[config.mk]
export PLATFORM = sky130hd
export DESIGN_NAME = scalar_shift_issue_flat
export DESIGN_NICKNAME = d
export VERILOG_FILES = /design/src/rtl/scalar_pkg.sv /design/src/rtl/scalar_shift_issue_if.sv /design/src/rtl/scalar_sreg_file.sv /design/src/rtl/scalar_shift_issue.sv /design/src/flat_wrapper.sv
export SDC_FILE = /design/constraint.sdc
export NUM_CORES = 2
export LEC_CHECK = 0
export CAP_MARGIN = 5
export CORE_ASPECT_RATIO = 1.75
export CORE_UTILIZATION = 30
export DETAILED_ROUTE_END_ITERATION = 8
export GPL_ROUTABILITY_DRIVEN = 0
export HOLD_SLACK_MARGIN = 0.08
export PLACE_DENSITY = 0.53
export SETUP_SLACK_MARGIN = 0.4
export SLEW_MARGIN = 40
export SYNTH_ARGS = -nofsm -noshare
export SYNTH_HDL_FRONTEND = slang
export SYNTH_SLANG_ARGS = --single-unit
[constraint.sdc]
create_clock -name clk -period 5.57 [get_ports clk]
set_clock_uncertainty 0.2 [all_clocks]
set_input_delay 0.8355 -clock clk [delete_from_list [all_inputs] [get_ports clk]]
set_output_delay 0.8355 -clock clk [all_outputs]
set_load 0.01 [all_outputs]
[src/rtl/scalar_pkg.sv]
// Shared opcodes, parcel field positions and types for the scalar shift issue block.
package scalar_pkg;

    localparam logic [6:0] OP_SHL = 7'o110;
    localparam logic [6:0] OP_SHR = 7'o111;

    localparam int OP_MSB = 15;
    localparam int OP_LSB = 9;
    localparam int I_MSB  = 8;
    localparam int I_LSB  = 6;
    localparam int J_MSB  = 5;
    localparam int J_LSB  = 3;
    localparam int K_MSB  = 2;
    localparam int K_LSB  = 0;

    localparam int FU_LAT_DEF = 2;
    localparam int NUM_SREG   = 8;

    typedef logic [2:0]  sreg_idx_t;
    typedef logic [63:0] word_t;

    typedef struct packed {
        logic [6:0] op;
        sreg_idx_t  i;
        logic [2:0] j;
        logic [2:0] k;
    } parcel_t;

    typedef struct packed {
        logic      vld;
        sreg_idx_t i;
    } token_t;

    function automatic logic is_shift(input logic [6:0] op);
        return (op == OP_SHL) || (op == OP_SHR);
    endfunction

endpackage

[src/rtl/scalar_shift_issue_if.sv]
// Issue handshake and shift-unit bus between the parcel source/shift unit and the issue block.
interface scalar_shift_issue_if;
    import scalar_pkg::*;

    logic [15:0] i_Parcel;
    logic        i_Valid;
    logic        o_Ready;
    word_t       o_FU_Si;
    logic [2:0]  o_FU_j;
    logic [2:0]  o_FU_k;
    logic [6:0]  o_FU_Instr;
    word_t       i_FU_Si;

    modport slave (
        input  i_Parcel, i_Valid, i_FU_Si,
        output o_Ready, o_FU_Si, o_FU_j, o_FU_k, o_FU_Instr
    );

    modport master (
        output i_Parcel, i_Valid, i_FU_Si,
        input  o_Ready, o_FU_Si, o_FU_j, o_FU_k, o_FU_Instr
    );

endinterface

[src/rtl/scalar_sreg_file.sv]
// Eight 64-bit S registers: writeback port beats the external port, two combinational reads.
module scalar_sreg_file
    import scalar_pkg::*;
(
    input  logic      clk,
    input  logic      rst,
    input  logic      wb_en_i,
    input  sreg_idx_t wb_addr_i,
    input  word_t     wb_data_i,
    input  logic      ext_en_i,
    input  sreg_idx_t ext_addr_i,
    input  word_t     ext_data_i,
    input  sreg_idx_t rd_a_addr_i,
    output word_t     rd_a_data_o,
    input  sreg_idx_t rd_b_addr_i,
    output word_t     rd_b_data_o
);

    word_t s_q [NUM_SREG];
    word_t s_d [NUM_SREG];

    always_comb begin
        s_d = s_q;
        if (ext_en_i) s_d[ext_addr_i] = ext_data_i;
        if (wb_en_i)  s_d[wb_addr_i]  = wb_data_i;
    end

    // NOTE: this array is reset because it is eight flops per bit, not a RAM macro.
    always_ff @(posedge clk) begin
        if (rst) s_q <= '{default: '0};
        else     s_q <= s_d;
    end

    assign rd_a_data_o = s_q[rd_a_addr_i];
    assign rd_b_data_o = s_q[rd_b_addr_i];

endmodule

[src/rtl/scalar_shift_issue.sv]
// Scalar shift issue stage: reserves S[i], drives the shift unit, writes results back FU_LAT later.
// Define SHIFT_FWD_EN to forward the arriving writeback into a same-cycle issue instead of stalling.
module scalar_shift_issue
    import scalar_pkg::*;
#(
    parameter int FU_LAT = FU_LAT_DEF
) (
    input  logic                 clk,
    input  logic                 rst,
    scalar_shift_issue_if.slave  bus,
    input  logic                 i_Wr_en,
    input  logic [2:0]           i_Wr_addr,
    input  logic [63:0]          i_Wr_data,
    input  logic [2:0]           i_Dbg_addr,
    output logic [63:0]          o_Dbg_data,
    output logic                 o_Illegal,
    output logic                 o_Wr_conflict
);

    parcel_t             pcl;
    logic                shift_op, blocked, issue, ext_ok;
    word_t               s_rd, operand;
    token_t              wb_tok;
    token_t              fu_tok_q, fu_tok_d;
    token_t              tok_q [FU_LAT];
    logic [NUM_SREG-1:0] resv_q, resv_d;
    word_t               fu_si_q, fu_si_d;
    logic [2:0]          fu_j_q, fu_j_d, fu_k_q, fu_k_d;
    logic [6:0]          fu_instr_q, fu_instr_d;
    logic                illegal_q, illegal_d, conflict_q, conflict_d;
`ifdef SHIFT_FWD_EN
    logic                wb_hit;
`endif

    assign wb_tok = tok_q[FU_LAT-1];

    scalar_sreg_file u_sreg (
        .clk         (clk),
        .rst         (rst),
        .wb_en_i     (wb_tok.vld),
        .wb_addr_i   (wb_tok.i),
        .wb_data_i   (bus.i_FU_Si),
        .ext_en_i    (ext_ok),
        .ext_addr_i  (i_Wr_addr),
        .ext_data_i  (i_Wr_data),
        .rd_a_addr_i (pcl.i),
        .rd_a_data_o (s_rd),
        .rd_b_addr_i (i_Dbg_addr),
        .rd_b_data_o (o_Dbg_data)
    );

    // NOTE: every signal gets a value on every path through this block, so no latch is inferred.
    always_comb begin
        pcl.op   = bus.i_Parcel[OP_MSB:OP_LSB];
        pcl.i    = bus.i_Parcel[I_MSB:I_LSB];
        pcl.j    = bus.i_Parcel[J_MSB:J_LSB];
        pcl.k    = bus.i_Parcel[K_MSB:K_LSB];
        shift_op = is_shift(pcl.op);
`ifdef SHIFT_FWD_EN
        wb_hit   = wb_tok.vld && (wb_tok.i == pcl.i);
        blocked  = resv_q[pcl.i] && !wb_hit;
`else
        blocked  = resv_q[pcl.i];
`endif
        issue    = bus.i_Valid && shift_op && !blocked;
        ext_ok   = i_Wr_en && !resv_q[i_Wr_addr];

        operand = s_rd;
        if (ext_ok && (i_Wr_addr == pcl.i)) operand = i_Wr_data;
`ifdef SHIFT_FWD_EN
        if (wb_hit) operand = bus.i_FU_Si;
`endif

        // A new reservation on the writeback edge must survive that writeback's clear.
        resv_d = resv_q;
        if (wb_tok.vld) resv_d[wb_tok.i] = 1'b0;
        if (issue)      resv_d[pcl.i]    = 1'b1;

        fu_tok_d   = '{vld: issue, i: pcl.i};
        fu_instr_d = issue ? pcl.op  : '0;
        fu_si_d    = issue ? operand : '0;
        fu_j_d     = issue ? pcl.j   : '0;
        fu_k_d     = issue ? pcl.k   : '0;
        illegal_d  = bus.i_Valid && !shift_op;
        conflict_d = i_Wr_en && resv_q[i_Wr_addr];
    end

    assign bus.o_Ready = !(bus.i_Valid && shift_op && blocked);

    // NOTE: non-blocking assignments so every flop samples the pre-edge values.
    always_ff @(posedge clk) begin
        if (rst) begin
            resv_q     <= '0;
            fu_tok_q   <= '0;
            tok_q      <= '{default: '0};
            fu_instr_q <= '0;
            fu_si_q    <= '0;
            fu_j_q     <= '0;
            fu_k_q     <= '0;
            illegal_q  <= 1'b0;
            conflict_q <= 1'b0;
        end else begin
            resv_q     <= resv_d;
            fu_tok_q   <= fu_tok_d;
            tok_q[0]   <= fu_tok_q;
            for (int s = 1; s < FU_LAT; s++) tok_q[s] <= tok_q[s-1];
            fu_instr_q <= fu_instr_d;
            fu_si_q    <= fu_si_d;
            fu_j_q     <= fu_j_d;
            fu_k_q     <= fu_k_d;
            illegal_q  <= illegal_d;
            conflict_q <= conflict_d;
        end
    end

    assign bus.o_FU_Instr = fu_instr_q;
    assign bus.o_FU_Si    = fu_si_q;
    assign bus.o_FU_j     = fu_j_q;
    assign bus.o_FU_k     = fu_k_q;
    assign o_Illegal      = illegal_q;
    assign o_Wr_conflict  = conflict_q;

endmodule
[src/flat_wrapper.sv]
// flat-port wrapper written by rule: the top's interface ports become plain ports
module scalar_shift_issue_flat import scalar_pkg::*;
#(
    parameter int FU_LAT = FU_LAT_DEF
)
  (clk, rst, i_Wr_en, i_Wr_addr, i_Wr_data, i_Dbg_addr, o_Dbg_data, o_Illegal, o_Wr_conflict, bus_i_Parcel, bus_i_Valid, bus_i_FU_Si, bus_o_Ready, bus_o_FU_Si, bus_o_FU_j, bus_o_FU_k, bus_o_FU_Instr);
  scalar_shift_issue_if bus_i ();
  input  logic clk;
  input  logic rst;
  input  logic i_Wr_en;
  input  logic [2:0] i_Wr_addr;
  input  logic [63:0] i_Wr_data;
  input  logic [2:0] i_Dbg_addr;
  output logic [63:0] o_Dbg_data;
  output logic o_Illegal;
  output logic o_Wr_conflict;
  input wire logic [$bits(bus_i.i_Parcel)-1:0] bus_i_Parcel;
  input wire logic [$bits(bus_i.i_Valid)-1:0] bus_i_Valid;
  input wire logic [$bits(bus_i.i_FU_Si)-1:0] bus_i_FU_Si;
  output wire logic [$bits(bus_i.o_Ready)-1:0] bus_o_Ready;
  output wire logic [$bits(bus_i.o_FU_Si)-1:0] bus_o_FU_Si;
  output wire logic [$bits(bus_i.o_FU_j)-1:0] bus_o_FU_j;
  output wire logic [$bits(bus_i.o_FU_k)-1:0] bus_o_FU_k;
  output wire logic [$bits(bus_i.o_FU_Instr)-1:0] bus_o_FU_Instr;
  assign bus_i.i_Parcel = bus_i_Parcel;
  assign bus_i.i_Valid = bus_i_Valid;
  assign bus_i.i_FU_Si = bus_i_FU_Si;
  assign bus_o_Ready = bus_i.o_Ready;
  assign bus_o_FU_Si = bus_i.o_FU_Si;
  assign bus_o_FU_j = bus_i.o_FU_j;
  assign bus_o_FU_k = bus_i.o_FU_k;
  assign bus_o_FU_Instr = bus_i.o_FU_Instr;
  scalar_shift_issue #(.FU_LAT(FU_LAT)) u_core (.clk(clk), .rst(rst), .bus(bus_i), .i_Wr_en(i_Wr_en), .i_Wr_addr(i_Wr_addr), .i_Wr_data(i_Wr_data), .i_Dbg_addr(i_Dbg_addr), .o_Dbg_data(o_Dbg_data), .o_Illegal(o_Illegal), .o_Wr_conflict(o_Wr_conflict));
endmodule
# Word-level counts from Yosys, hierarchy flattened
# Cells that the tools add are included.
totals:
  register_bits: 611
  inputBits: 154
  output_inout_bits: 144
op_classes:
  magnitude_cmp: 11
  n_eq_ne: 3
  mux: 25
  n_bitwise: 8
  reduce_logical: 17
op_table:
  columns: ["op", "count"]
  rows:
  - ["$bwmux W512", 2]
  - ["$mux W512", 2]
  - ["$mux W64", 7]
  - ["$bmux W64 S3", 2]
  - ["$demux W64 S3", 2]
  - ["$ge A4 B4 Y1 const B", 4]
  - ["$mux W8", 2]
  - ["$not A3 Y4", 4]
  - ["$eq A7 B7 Y1 const B", 2]
  - ["$lt A3 B4 Y1 const B", 3]
  - ["$logic_and A1 B1 Y1", 11]
  - ["$and A8 B8 Y8", 1]
  - ["$lt A4 B1 Y1 const B", 2]
  - ["$not A8 Y8", 1]
  - ["$or A8 B8 Y8", 1]
  - ["$bmux W1 S3", 2]
  - ["$demux W1 S3", 2]
  - ["$ge A3 B1 Y1 const B", 2]
  - ["$logic_not A1 Y1", 4]
  - ["$mux W1", 4]
  - ["$eq A3 B3 Y1", 1]
  - ["$reduce_or A2 Y1", 1]
  - ["$logic_or A1 B1 Y1", 1]
  - ["$not A1 Y1", 1]

# Depth between registers and ports, before layout
depth:
  depth_word: 9
  ltp_mapped: 8
  mapped_depth_nobuf: 5

# Modules after synthesis
# From an unflattened synthesis, not the netlist that was laid out.
unflattened:
  hier_cells: 3787
  hier_area_um2: 34194.0
modules_own_cells:
  columns: ["module", "instances", "cells_each", "area_per_inst_um2", "seq_area_each_um2"]
  rows:
  - ["scalar_sreg_file", 1, 3450, 30646.9, 10249.8]
  - ["scalar_shift_issue", 1, 337, 3547.2, 1981.9]

# Least setup slack after synthesis
# No wires, ideal clock.
synth_timing:
  kind: "input port to output port"
  from: "input port i_Dbg_addr[0]"
  to: "output port o_Dbg_data[44]"
  t_arrival_ns: 2.494
  required_ns: 4.535
  path_slack_ns: 2.040
  cell_stages: 4
  path_buffers: 2
  path_cell_list: "buf_2 -> buf_1 -> mux4_2 -> mux2_2"
synth_between:
  elab_chain_cells: 4
synth_lines:
  columns: ["item", "line", "text"]
  rows:
  - ["from (decl)", "flat_wrapper.sv:13", "input logic [2:0] i_Dbg_addr;"]
  - ["$not A3 Y4 (not written as such)", "scalar_sreg_file.sv:35", "assign rd_b_data_o = s_q[rd_b_addr_i];"]
  - ["$bmux W64 S3", "scalar_sreg_file.sv:35", null]
  - ["$mux W64 (not written as such) (2 in series)", "scalar_sreg_file.sv:35", null]
  - ["to (decl)", "flat_wrapper.sv:14", "output logic [63:0] o_Dbg_data;"]
# No other way between the ends. The select of a mux whose other input is x is not followed.

# Final worst setup path
layout_timing:
  from: "input port i_Dbg_addr[0]"
  to: "output port o_Dbg_data[37]"
# The elaborated chain is that of the path after synthesis.

==> out/qor.txt <==
status -> completed
Worst Max-Slew Pin Slew -> 916.8 ps
top cells by instance count after synthesis -> dfxtp_1 (611), mux2i_1 (540), nor2_1 (525), a211oi_1 (514), clkbuf_1 (298)
most area-consuming cells after synthesis -> dfxtp_1 (36%), mux2i_1 (16%), mux4_2 (12%)
slowest CP cell -> mux4_2
Yosys cell types -> 54
Critical Path Start Type -> input pin
count of pins over their slew limit -> 0
CTS root buffer -> clkbuf_16
nets@finish -> 3521
Leakage -> 12.70 nW
Period minus WS final -> 4171 ps
gr usage total -> 0.2488
post-place setup slack -> 1363 ps
number of synthesized flops with an enable pin -> 0
layout cells sized above 1 -> 0.1563
Synth async-reset ratio -> 0
post-DR vias/cell -> 5.948
Final period util -> 0.7488
R2R Setup Slk -> 2420 ps
CP bufs+invs -> 3
Final Hold Vio Count -> 0
DRT Pass-1 Iters -> 6
Reg2Reg Capture Point -> u_core.bus.o_FU_Si[5]
Ports -> 298
setup TNS -> 0 ps
violation count after the first detailed-route iteration -> 2508
antenna viol nets, final -> 0
fmax -> 239.8 MHz
Synth Warn # -> 0
core box area -> 111300 um2
element type at the critical path end -> output port
hold_buf cts -> 0
Worst slew margin -> 0.3888
slowest stage delay, CP -> 560 ps
H-tree depth -> 3
most common cell in the synthesized netlist -> dfxtp_1
Cells on Worst Hold Path -> 1
CTS clk-pin slew, worst paths -> 70 ps
Hold Slack -> 234.0 ps
crit path max fanout -> 45
Total Wirelength -> 145500 um
CP top delay family -> buffers and inverters
PostCTS Resize Cnt -> 0
worst r2r path cells -> 5
first-pass GRT wire length -> 210000 um
# clock sinks -> 611
RSZ-0062 raised after global routing -> false
Cell Area, Synth -> 33680 um2
Cell Pwr Density -> 259.6 nW/um2
vias in the first global route -> 28690
Avg Cell Area, Syn -> 9.893 um2
drt wl/cell -> 29.69 um
grt ovf -> 0
setup bufs post-CTS -> 0
die area -> 113700 um2
Primary FF master, synth -> dfxtp_1
hold worst-path end -> u_core.tok_q[7]
Port Buffers -> 297
CP required -> 4530 ps
Synth top area share -> 0.3631
Via Count -> 29140
Max Cap Violations -> 0
CP Cell Sequence -> buf_8 -> buf_12 -> mux4_2 -> mux2_2 -> clkdlybuf4s50_1
Gate Count Post-Synth -> 3405
Synth Register Bits -> 611
cell taking the most area after synthesis -> dfxtp_1
number of core rows -> 162
WP data arrival -> 3140 ps
Final setup viols -> 0
Core Util, Final -> 0.3575
final worst slack -> 1399 ps
post-DP HPWL -> 85030 um
die width -> 255.3 um
Die Height -> 445.3 um
Initial Utilization -> 0.3027
Max VDD drop -> 0.2404 mV
Clk Latency, worst-skew pair -> 680 ps
P&R area growth vs syn -> 18.09%
clk buf depth -> 3
Reg-to-Reg Start -> u_core.resv_q[7]
CTS tree -> done
# DRC -> 0
initial antenna violation count -> 19
pin count of the biggest net entering global routing -> 100
crit path kind -> in -> out
cts bufs inserted -> 67
beginning of the worst hold path -> u_core.fu_tok_q[3]
Worst Hold Class -> reg -> reg
critical path startpoint -> i_Dbg_addr[0]
Seq/Total Area, Yosys -> 0.3631
==> state kept, by name (all words and copies together) (netlist names) <==
name,cells
u_core.bus.o_FU_Instr,7
u_core.o_Illegal,1
u_core.resv_q,8
u_core.bus.o_FU_Si,64
u_core.tok_q,8
u_core.bus.o_FU_k,3
u_core.o_Wr_conflict,1
u_core.u_sreg.s_q,512
u_core.bus.o_FU_j,3
u_core.fu_tok_q,4
==> routing by layer <==
| layer | share of wire | vias up | global-route usage |
|---|---|---|---|
| li1 | - | 12760 | - |
| met1 | 0.40 | 14720 | 0.3083 |
| met2 | 0.50 | 1340 | 0.4252 |
| met3 | 0.060 | 306 | 0.03573 |
| met4 | 0.041 | 8 | 0.1121 |
| met5 | 0.00033 | - | 0 |
==> cell type report <==
| type | count | area [um2] |
|---|---|---|
| diodes | 6 | 15.01 |
| clock buffers | 97 | 1932 |
| clock inverters | 22 | 246.5 |
| fillers | 10980 | 71500 |
| inverters | 7 | 28.78 |
| multi-input cells | 2307 | 19680 |
| flip-flops and latches | 611 | 12230 |
| well taps | 1476 | 1847 |
| repair buffers | 373 | 3795 |
==> stage by stage <==
step,cells,instance area [um2],power (mW)
2_1_floorplan,3408,33700,5.282
3_3_place_gp,4768,37350,5.741
3_5_place_dp,4774,37560,5.752
4_1_cts,4893,39740,10.41
5_1_grt,4898,39780,10.63
6_report,4899,39780,10.33
==> report_power, final <==
part	total [mW]	internal (mW)	switching, mW
Sequential	4.53	4.46	0.0741
Combinational	1.14	0.450	0.690
Clock	4.65	2.61	2.05
==> worst max-delay path by stage <==
stage | end | slack (ps) | cells past startpoint
6_report | o_Dbg_data[37] | 1400 | 5
5_1_grt | o_Dbg_data[37] | 1310 | 5
4_1_cts | o_Dbg_data[37] | 1400 | 5
3_5_place_dp | u_core.bus.o_FU_Si[3] | 1360 | 6
3_3_place_gp | o_Dbg_data[37] | 1400 | 5
2_1_floorplan | o_Dbg_data[44] | 2040 | 4
==> cells by family (layout without fill, tap and decap cells) <==
kind of cell              Yosys count  in the layout  share of synthesized area
and+or+nand+nor                   730            730                    0.08904
AOI/OAI and AO/OA                 747            747                     0.1742
xor gates and xnor gates            3              3                  0.0007802
buffers and inverters             490            499                    0.05921
DFF                               611            611                     0.3631
other                               1             10                  0.0001113
muxes                             823            823                     0.3136
==> cells in the final DEF, fill, tap and decap left out, types with 5 or more instances in the layout <==
master,instances
clkbuf_8,10
a221o_1,22
nor2_1,521
a21oi_1,5
o221a_2,13
mux2_2,105
nor3_1,50
nand2_1,68
a22o_1,15
dfxtp_1,611
a211oi_1,514
buf_12,12
nor3_2,7
buf_4,50
diode_2,6
a221oi_1,52
clkinv_2,12
nor2b_1,10
a22oi_1,15
or2_2,17
o2bb2ai_1,7
clkdlybuf4s50_1,290
mux2i_1,540
o21ai_0,10
buf_6,17
a311oi_1,45
clkbuf_16,69
clkbuf_1,18
and2_1,8
nand2b_1,6
nand3_1,8
o22ai_1,14
mux4_2,174
o22a_1,9
No activity file was read; power rests on OpenSTA's default activity.
